File: src/rtl/div_unit_pkg.sv
// Shared widths, state encodings and handshake constants for the execute-stage divider.
package div_unit_pkg;

  localparam int unsigned RegWidth     = 32;
  localparam int unsigned DoubleRegBus = 64;
  localparam int unsigned CntWidth     = 6;
  localparam int unsigned NumIter      = 32;
  localparam int unsigned AluOpWidth   = 8;

  typedef enum logic [1:0] {
    DivFree   = 2'b00,
    DivByZero = 2'b01,
    DivOn     = 2'b10,
    DivEnd    = 2'b11
  } div_state_e;

  localparam logic DivResultReady    = 1'b1;
  localparam logic DivResultNotReady = 1'b0;
  localparam logic DivStart          = 1'b1;
  localparam logic DivStop           = 1'b0;

  localparam logic [RegWidth-1:0] ZeroWord = '0;

  // Execute decodes these to drive signed_div_i and start_i.
  localparam logic [AluOpWidth-1:0] EXE_DIV_OP  = 8'b0001_1010;
  localparam logic [AluOpWidth-1:0] EXE_DIVU_OP = 8'b0001_1011;

endpackage

File: src/rtl/div_unit.sv
// Multi-cycle restoring divider for DIV/DIVU; returns {remainder, quotient} via start/ready.
module div_unit
  import div_unit_pkg::*;
(
  input  logic                      clk,
  input  logic                      rst,
  input  logic                      signed_div_i,
  input  logic [RegWidth-1:0]       opdata1_i,
  input  logic [RegWidth-1:0]       opdata2_i,
  input  logic                      start_i,
  input  logic                      annul_i,
  output logic [DoubleRegBus-1:0]   result_o,
  output logic                      ready_o
);

  div_state_e                state_q, state_d;
  logic [CntWidth-1:0]       cnt_q, cnt_d;
  logic [2*RegWidth:0]       rq_q, rq_d;
  logic [RegWidth-1:0]       dvs_q, dvs_d;
  logic                      qneg_q, qneg_d;
  logic                      rneg_q, rneg_d;
  logic [DoubleRegBus-1:0]   result_d;
  logic                      ready_d;

  logic [2*RegWidth:0]       shifted;
  logic [RegWidth:0]         diff;
  logic [RegWidth-1:0]       abs_dividend;
  logic [RegWidth-1:0]       abs_divisor;
  logic [RegWidth-1:0]       quot_fix;
  logic [RegWidth-1:0]       rem_fix;

  // Magnitudes are taken only for signed requests with a negative operand.
  assign abs_dividend = (signed_div_i && opdata1_i[RegWidth-1])
                        ? RegWidth'(~opdata1_i + 32'd1) : opdata1_i;
  assign abs_divisor  = (signed_div_i && opdata2_i[RegWidth-1])
                        ? RegWidth'(~opdata2_i + 32'd1) : opdata2_i;

  // Borrow out of the 33-bit trial subtraction means shifted rem < divisor.
  assign shifted = rq_q << 1;
  assign diff    = (RegWidth+1)'(shifted[2*RegWidth:RegWidth] - {1'b0, dvs_q});

  assign quot_fix = qneg_q ? RegWidth'(~rq_q[RegWidth-1:0] + 32'd1) : rq_q[RegWidth-1:0];
  assign rem_fix  = rneg_q ? RegWidth'(~rq_q[2*RegWidth-1:RegWidth] + 32'd1)
                           : rq_q[2*RegWidth-1:RegWidth];

  always_ff @(posedge clk) begin
    if (rst) begin
      state_q  <= DivFree;
      cnt_q    <= '0;
      rq_q     <= '0;
      dvs_q    <= '0;
      qneg_q   <= 1'b0;
      rneg_q   <= 1'b0;
      result_o <= '0;
      ready_o  <= DivResultNotReady;
    end else begin
      state_q  <= state_d;
      cnt_q    <= cnt_d;
      rq_q     <= rq_d;
      dvs_q    <= dvs_d;
      qneg_q   <= qneg_d;
      rneg_q   <= rneg_d;
      result_o <= result_d;
      ready_o  <= ready_d;
    end
  end

  always_comb begin
    state_d  = state_q;
    cnt_d    = cnt_q;
    rq_d     = rq_q;
    dvs_d    = dvs_q;
    qneg_d   = qneg_q;
    rneg_d   = rneg_q;
    result_d = result_o;
    ready_d  = ready_o;

    case (state_q)
      DivFree: begin
        if (start_i == DivStart && !annul_i) begin
          if (opdata2_i == ZeroWord) begin
            state_d = DivByZero;
          end else begin
            state_d = DivOn;
            cnt_d   = '0;
            rq_d    = {(RegWidth+1)'(0), abs_dividend};
            dvs_d   = abs_divisor;
            qneg_d  = signed_div_i & (opdata1_i[RegWidth-1] ^ opdata2_i[RegWidth-1]);
            rneg_d  = signed_div_i & opdata1_i[RegWidth-1];
          end
        end
      end

      DivByZero: begin
        state_d  = DivEnd;
        result_d = '0;
      end

      DivOn: begin
        if (annul_i) begin
          state_d  = DivFree;
          cnt_d    = '0;
          result_d = '0;
          ready_d  = DivResultNotReady;
        end else if (cnt_q != CntWidth'(NumIter)) begin
          if (!diff[RegWidth])
            rq_d = {1'b0, diff[RegWidth-1:0], shifted[RegWidth-1:1], 1'b1};
          else
            rq_d = shifted;
          cnt_d = CntWidth'(cnt_q + 6'd1);
        end else begin
          state_d  = DivEnd;
          cnt_d    = '0;
          result_d = {rem_fix, quot_fix};
          ready_d  = DivResultReady;
        end
      end

      DivEnd: begin
        if (start_i == DivStop) begin
          state_d  = DivFree;
          result_d = '0;
          ready_d  = DivResultNotReady;
        end else begin
          ready_d  = DivResultReady;
        end
      end

      default: state_d = DivFree;
    endcase
  end

endmodule

File: config.mk
export PLATFORM = sky130hd
export DESIGN_NAME = div_unit
export DESIGN_NICKNAME = d
export VERILOG_FILES = /design/src/rtl/div_unit_pkg.sv /design/src/rtl/div_unit.sv
export SDC_FILE = /design/constraint.sdc
export NUM_CORES = 1
export LEC_CHECK = 0
export BUFFER_PORTS_ARGS = -buffer_cell sky130_fd_sc_hd__buf_4
export CORE_AREA = 2 2 139 141
export CTS_BUF_LIST = sky130_fd_sc_hd__clkbuf_4 sky130_fd_sc_hd__clkbuf_8
export DETAILED_ROUTE_END_ITERATION = 16
export DIE_AREA = 0 0 141 143
export PLACE_DENSITY = 0.84
export SLEW_MARGIN = 10
export SYNTH_ARGS = -nofsm -noshare
export SYNTH_HDL_FRONTEND = slang
export SYNTH_SLANG_ARGS = --single-unit
File: constraint.sdc
create_clock -name clk -period 4.3 [get_ports clk]
set_input_delay 1.075 -clock clk [delete_from_list [all_inputs] [get_ports clk]]
set_output_delay 1.075 -clock clk [all_outputs]
set_load 0.01 [all_outputs]
Word-level counts from Yosys, hierarchy flattened
Cells that the tools add are included.
- $add $sub $neg: 6
- eq/ne operators: 10
- mux-type cells: 29
- bitwise gates (word level): 8
- reductions and logical operators: 15
- operator list (operator ; number):
    two-way mux 64 bit ; 8
    one-hot mux 64 bit (3 select lines) ; 1
    adder 32 x 1 -> 32 bit, second input constant ; 4
    two-way mux 32 bit ; 4
    NOT 32 bit ; 4
    one-hot mux 64 bit (2 select lines) ; 1
    subtractor 33 x 32 -> 33 bit ; 1
    zero test 32 bit ; 1
    two-way mux 6 bit ; 4
    one-hot mux 6 bit (2 select lines) ; 1
    AND reduction 3 bit ; 4
    two-way mux 2 bit ; 5
    != test 2 bit, second input constant ; 5
    one-hot mux 2 bit (4 select lines) ; 1
    adder 6 x 1 -> 6 bit, second input constant ; 1
    != test 6 bit, second input constant ; 1
    AND reduction 5 bit ; 1
    == test 2 bit, second input constant ; 2
    nonzero test 2 bit ; 2
    logical AND 1 bit ; 3
    two-way mux 1 bit ; 3
    != test 3 bit, second input constant ; 1
    nonzero test 3 bit ; 1
    bitwise AND 1 bit ; 2
    7 further kinds ; 7
- register bits after elaboration: 171
- input port bits: 69

Longest topological paths before layout
Gate-level depths: netlist (run 1).
- word-level depth: 6
- gate-level depth with buffers: 14
- depth with buffers taken out: 11

Worst setup path before layout (run 1)
Ideal clock, no wire load.
- path kind: in2reg
- start: in opdata2_i[7]
- end: reg rq_q[22]
- arrival time: 3097 ps
- data required time: 4172 ps
- setup slack: 1075 ps
- stages on the path: 10
- buffers on the path: 2
- cells stage by stage: or4_4 > or3_4 > nor4_2 > nand4_1 > o21ai_1 > buf_4 > buf_2 > a211oi_1 > a21oi_1 > nor2_1
- longest elaborated chain between the ends: 3
- ends and longest elaborated chain (item ; RTL line ; RTL):
    from (decl) ; div_unit.sv:9 ; input logic [RegWidth-1:0] opdata2_i,
    zero test 32 bit ; div_unit.sv:81 ; if (opdata2_i == ZeroWord) begin
    != test 2 bit (no source line) ; - ;
    AND reduction 5 bit (no source line) ; - ;
    to (signal assigned) ; div_unit.sv:59 ; rq_q <= rq_d;
    to (decl) ; div_unit.sv:18 ; logic [2*RegWidth:0] rq_q, rq_d;
Every way passes these cells.
A chain may end at the register's enable or synchronous reset.

Worst setup path in the final report (run 1)
- start: reg rq_q[31]
- end: reg rq_q[42]
- longest elaborated chain between the ends: 5
- ends and longest elaborated chain (item ; RTL line ; RTL):
    subtractor 33 x 32 -> 33 bit ; div_unit.sv:40 ; assign diff = (RegWidth+1)'(shifted[2*RegWidth:RegWidth] - {1'b0, dvs_q});
    two-way mux 64 bit ; div_unit.sv:106 ; if (!diff[RegWidth])
    two-way mux 64 bit ; div_unit.sv:105 ; end else if (cnt_q != CntWidth'(NumIter)) begin
    two-way mux 64 bit ; div_unit.sv:100 ; if (annul_i) begin
    one-hot mux 64 bit (2 select lines) ; div_unit.sv:78 ; case (state_q)
Every way passes these cells. The select of a mux whose other input is x is not followed.

==> results.yml, run 1 <==
yosys:
  synth_compound_area_frac: 0.258
  synth_top_family_by_area: "compound AO/OA/AOI/OAI gates"
  syn_inst: 1451
  synth_ff_type: "dfxtp_1"
  yosys.area_share.adder: 0.0441
  synthMuxAreaShare: 0.0215
  ys_types: 74
  ys_seq_area_frac: 0.305
  syn_area_per_cell_sq_um: 7.74
  syn_area_sq_um: 11200
  yosysWarnings: 0
  synth-xor-area-share: 0.110
  synth_nets: 1559
  synth-seq-cells: 171
  yosysTopAreaCell: "dfxtp_1"
  async_flop_share: 0
  synth_top_cell_area_share: 0.305
  synth_edf_count: 0
  yosys.area_share.simple: 0.206
  synth_area_leaders: "dfxtp_1, xnor2_1, nor2_1, a21oi_1, xor2_1"
detailed_routing:
  num_vias: 10728
  avgViaCountPerCell: 6.03
  dr.pass1.iters: 5
  drcViolationCount: 0
  wl_per_cell_um: 16.8
  ant_nets: 0
  routed_wl_um: 29900
  drt_iter0_markers: 957
timing:
  finClkSkew_ns: 0.0157
  rsz0062_at_grt: "no"
  max_slew_margin: 0.208
  maxSlewViolCount: 0
  period_minus_slack_ns: 3.69
  setup_viol: 0
  fin_crit_sh: 0.859
  fmax_mhz: 271
  finalSetupTns_ns: 0
  hold_violations: 0
  tightest_slew_ns: 1.18
clock_network:
  tritoncts: "done"
  htree_levels: 4
  clkTransAtPathRegs_ns: 0.10
  numCtsBuffers: 17
  cts_resized: 0
  clock-root-buffer: "clkbuf_8"
  clock_latency_ns: 0.48
  clockBufferDepth: 2
  cts.sinks: 171
  post_cts_buffers: 0
  ctsHoldBuffers: 0
worst_setup_path:
  reg2reg_depth: 11
  path_max_fanout: 26
  critPathRequiredTime_ns: 4.69
  worstSetupEndpointType: "flip-flop"
  r2r-end: "rq_q[42]"
  worstPathArrival_ns: 4.09
  worstReg2RegStart: "rq_q[31]"
  rrSetupSlack_ns: 0.61
  crit_type: "reg -> reg"
  start_kind: "flip-flop"
layout:
  diodes: 0
  final_cells: 1778
  syn_to_final_growth_pct: 13.5
  final_net_count: 1639
  nFillCells: 1590
  seq_area_sq_um: 3420
  layout_commonest_cell: "nor2_1"
  mostFrequentLayoutCells: "nor2_1, dfxtp_1, buf_4"
  layout-drive-gt1-share: 0.145
  multi_input_area_sq_um: 7220
die:
  num_rows: 50
  io_pins: 134
  start_util: 0.605
  fp.coreArea_sq_um: 18600
  die_w_um: 141
  die_area_sq_um: 20200
  dieHeight_um: 143
place:
  gp_congestion: 0.947
  numPortBuffers: 133
  dp_cells: 1746
  dp_hpwl_um: 22800
run_status:
  status: "complete, no violations"
global_routing:
  grt_overflow: 0
  antenna_found_initial: 0
  grt_first_pass_wirelength_um: 48800
  grt_pass1_vias: 9593
  grt_max_degree: 65
  grt_usage: 0.297
run:
  max_cap_viol_count: 0
power_and_ir_drop:
  p_per_area_nw_per_um2: 283
  power.leakage_uw: 0.00500
  ir_drop_v: 0.000195
worst_hold_path:
  hold_path_class: "reg -> reg"
  hp-start: "result_o[56]"
  holdPathEnd: "result_o[56]"
  hold_depth: 2
critical path, stage by stage (launching register included):
cell      delay [ns]
dfxtp_1         0.36
inv_1           0.10
ha_1            0.24
fa_1            0.40
nand2b_1        0.17
a21oi_1         0.33
o21ai_1         0.15
a211o_1         0.29
and3_1          0.28
nor2_4          0.75
nand2_1         0.28
o211ai_1        0.25
layer usage:
layer | part of all wire | vias up | wire length (um) | GRT usage
met3 | 0.077 | 33 | 2300 | 0.0396
li1 | - | 5358 | - | -
met4 | 0.012 | 0 | 368 | 0.0726
met2 | 0.43 | 389 | 12700 | 0.447
met5 | 0 | - | 0 | 0
met1 | 0.49 | 4948 | 14500 | 0.449
synthesized netlist by cell type (all sizes together) (20+ instances only):
master    n
a211oi   64
a21oi   108
a22oi    31
buf      29
clkbuf   61
dfxtp   171
ha       38
inv      58
mux2i    23
nand2   126
nand3    22
nor2    196
nor3     38
o21ai   108
o31ai    33
or4      20
xnor2    84
xor2     57
cells by family after synthesis:
family | Yosys count
muxes | 24
buffers and inverters | 148
and+or+nand+nor | 488
adders and majority gates | 39
xor gates and xnor gates | 141
DFF | 171
AOI/OAI and AO/OA | 440
per-stage QoR:
stage / utilization / hold WS [ns] / power (uW) / setup WS (ns) / cell area [sq um]
final: 0.686 / 0.455 / 3600 / 0.608 / 12700
after global routing: 0.686 / 0.485 / 3750 / 0.376 / 12700
after CTS: 0.686 / 0.459 / 3600 / 0.644 / 12700
after detailed placement: 0.663 / 0.444 / 2410 / 0.417 / 12300
after floorplan: - / 0.425 / 2200 / 1.08 / 11200
after global placement: 0.663 / 0.435 / 2390 / 0.545 / 12300
flip-flops by register name, indices dropped and copies added (netlist names):
signal	count
cnt_q	6
qneg_q	1
rneg_q	1
state_q	2
rq_q	64
ready_o	1
result_o	64
dvs_q	32
power by group:
group / internal (uW) / total [uW] / switching (uW)
clock: 504 / 1220 / 713
sequential: 1630 / 1680 / 54.8
combinational: 286 / 707 / 421
area by class of cell:
type,instances,share of cell area
clock buffers,17,0.0184
inverters,58,0.0171
multi-input cells,1132,0.566
repair buffers,151,0.0909
flip-flops and latches,171,0.269
well taps,234,0.0230
clock inverters,15,0.0157
how the worst max path moves through the flow:
| stage | from | endpoint | slack [ns] | cells after the start |
|---|---|---|---|---|
| 5_1_grt | rq_q[31] | rq_q[59] | 0.38 | 11 |
| 3_5_place_dp | opdata2_i[7] | dvs_q[26] | 0.42 | 10 |
| 2_1_floorplan | opdata2_i[7] | rq_q[22] | 1.08 | 10 |
| 4_1_cts | rq_q[31] | rq_q[42] | 0.64 | 11 |
| 6_report | rq_q[31] | rq_q[42] | 0.61 | 11 |
| 3_3_place_gp | opdata2_i[7] | dvs_q[24] | 0.54 | 10 |
(Power assumes the default switching activity.)
==> inputs of run 2 (changes only) <==
CELL_PAD_IN_SITES_DETAIL_PLACEMENT = 1   (was default)
CELL_PAD_IN_SITES_GLOBAL_PLACEMENT = 1   (was default)
CORE_AREA = 2 2 162 164   (was 2 2 139 141)
DIE_AREA = 0 0 164 166   (was 0 0 141 143)
==> run 2 against run 1 <==
Maximum frequency increased by 3.9%; non-clock buffer count increased by 6; sequential power about the same; first-iteration DRC count decreased by 19%; die area increased by 35%; final cell count increased by 6.0%; power increased by 1.8%; clock skew about the same; combinational power increased by 5.0%; via count increased by 1.9%; count of clock-buffer cells in the layout unchanged; sequential share of layout area decreased by 0.39 points; largest power group unchanged.
==> results.yml, run 2 (same netlist as run 1, synthesis figures left out) <==
layout:
  final_cells: 1885
  final_net_count: 1645
  diodes: 0
  layout_commonest_cell: "nor2_1"
  utilization: 0.505
  layout-drive-gt1-share: 0.149
  syn_to_final_growth_pct: 15.1
  largestRegisters: "result_o: 64 flops, rq_q: 64 flops, dvs_q: 32 flops"
  mostFrequentLayoutCells: "nor2_1, dfxtp_1, buf_4"
  nFillCells: 3174
worst_hold_path:
  hold_path_class: "reg -> reg"
  hold_depth: 2
die:
  fp.coreArea_sq_um: 25600
  die_area_sq_um: 27200
  dieHeight_um: 166
  die_w_um: 164
  num_rows: 59
  start_util: 0.439
  io_pins: 134
detailed_routing:
  wl_per_cell_um: 18.7
  drt_iter0_markers: 778
  ant_nets: 0
  avgViaCountPerCell: 5.80
  dr.pass1.iters: 5
  drcViolationCount: 0
  num_vias: 10936
  routed_wl_um: 35300
clock_network:
  cts_resized: 0
  htree_levels: 4
  clockBufferDepth: 2
  cts.sinks: 171
  numCtsBuffers: 17
  clkTransAtPathRegs_ns: 0.11
  tritoncts: "done"
  clock-root-buffer: "clkbuf_8"
  ctsHoldBuffers: 0
  clock_latency_ns: 0.48
  post_cts_buffers: 0
timing:
  max_slew_margin: 0.216
  tightest_slew_ns: 1.17
  period_minus_slack_ns: 3.55
  setup_viol: 0
  worst_slack_ns: 0.746
  rsz0062_at_grt: "no"
  fmax_mhz: 281
  fin_crit_sh: 0.827
  hold_violations: 0
  finalSetupTns_ns: 0
  finClkSkew_ns: 0.0160
  maxSlewViolCount: 0
place:
  dp_cells: 1853
  gp_congestion: 0.936
  dp_hpwl_um: 27200
  numPortBuffers: 133
  place_ws_ns: 0.474
global_routing:
  grt_pass1_vias: 10723
  grt_first_pass_wirelength_um: 57000
  antenna_found_initial: 1
  grt_overflow: 0
  grt_max_degree: 65
  grt_usage: 0.259
worst_setup_path:
  start_kind: "flip-flop"
  worstSetupEndpointType: "flip-flop"
  critPathRequiredTime_ns: 4.71
  path_depth: 12
  critPathBufInv: 2
  reg2reg_depth: 12
  crit_chain: "inv_1 -> ha_1 -> fa_1 -> nand2b_1 -> a21oi_1 -> buf_4 -> o21ai_1 -> a211o_1 -> and3_1 -> or2_0 -> or4_1 -> nand3_1"
  crit_type: "reg -> reg"
  max_stage_delay_ns: 0.60
  path_max_fanout: 11
  worstPathArrival_ns: 3.97
  critPathSlowestCell: "or4_1"
  path_delay_family: "simple AND/OR/NAND/NOR gates"
run_status:
  status: "complete, no violations"
power_and_ir_drop:
  p_per_area_nw_per_um2: 284
  power.leakage_uw: 0.00504
  ir_drop_v: 0.000161
run:
  max_cap_viol_count: 0
==> run 2: changes by cell type in the layout (fill, tap and decap cells not counted) <==
cell        before  now
inv_6            3    2
buf_12           2    3
buf_4          149  154
nor3_1          37   36
nor3_2           1    2
clkinvlp_4       0    1
==> run 2: where the power goes <==
part	leakage, uW	switching [uW]	internal, uW	total (uW)
sequential	0.00139	53.7	1630	1680
clock	0.000212	744	502	1250
combinational	0.00344	453	290	742
total	0.00504	1250	2420	3670
==> run 2: cell type report <==
cell class	instances	area, sq um	share of cell area
Clock inverter	15	199	0.0154
Inverter	58	218	0.0168
Multi-Input combinational cell	1132	7230	0.559
Tap cell	335	419	0.0324
Timing Repair Buffer	157	1220	0.0940
Sequential cell	171	3420	0.265
Clock buffer	17	234	0.0181
==> run 2: metal layers <==
layer  track usage  vias up  routed length, um
met1         0.385     5307              17900
met5             0        -                  0
met4        0.0561        0                383
met2         0.402      230              15400
li1              -     5371                  -
met3        0.0287       28               1540
==> run 2: stage by stage <==
step	area (sq um)	hold slack [ns]	power, uW
2_1_floorplan	11200	0.425	2200
3_3_place_gp	12500	0.435	2420
3_5_place_dp	12500	0.445	2450
4_1_cts	12900	0.462	3680
5_1_grt	12900	0.480	3830
6_report	12900	0.457	3670
==> run 2: worst paths after layout <==
| check | from | to | slack, ns |
|---|---|---|---|
| setup / recovery | rq_q[31] | rq_q[57] | 0.75 |
| hold reg to reg | result_o[63] | result_o[63] | 0.46 |
| setup reg to reg | rq_q[31] | rq_q[57] | 0.75 |
| hold / removal | result_o[63] | result_o[63] | 0.46 |
==> run 2: worst reg2reg max path, cell delays in order (launching register included) <==
cell and delay (ns):
dfxtp_1 0.35, inv_1 0.09, ha_1 0.24, fa_1 0.42, nand2b_1 0.20, a21oi_1 0.14
buf_4 0.16, o21ai_1 0.10, a211o_1 0.28, and3_1 0.30, or2_0 0.51, or4_1 0.61
nand3_1 0.10
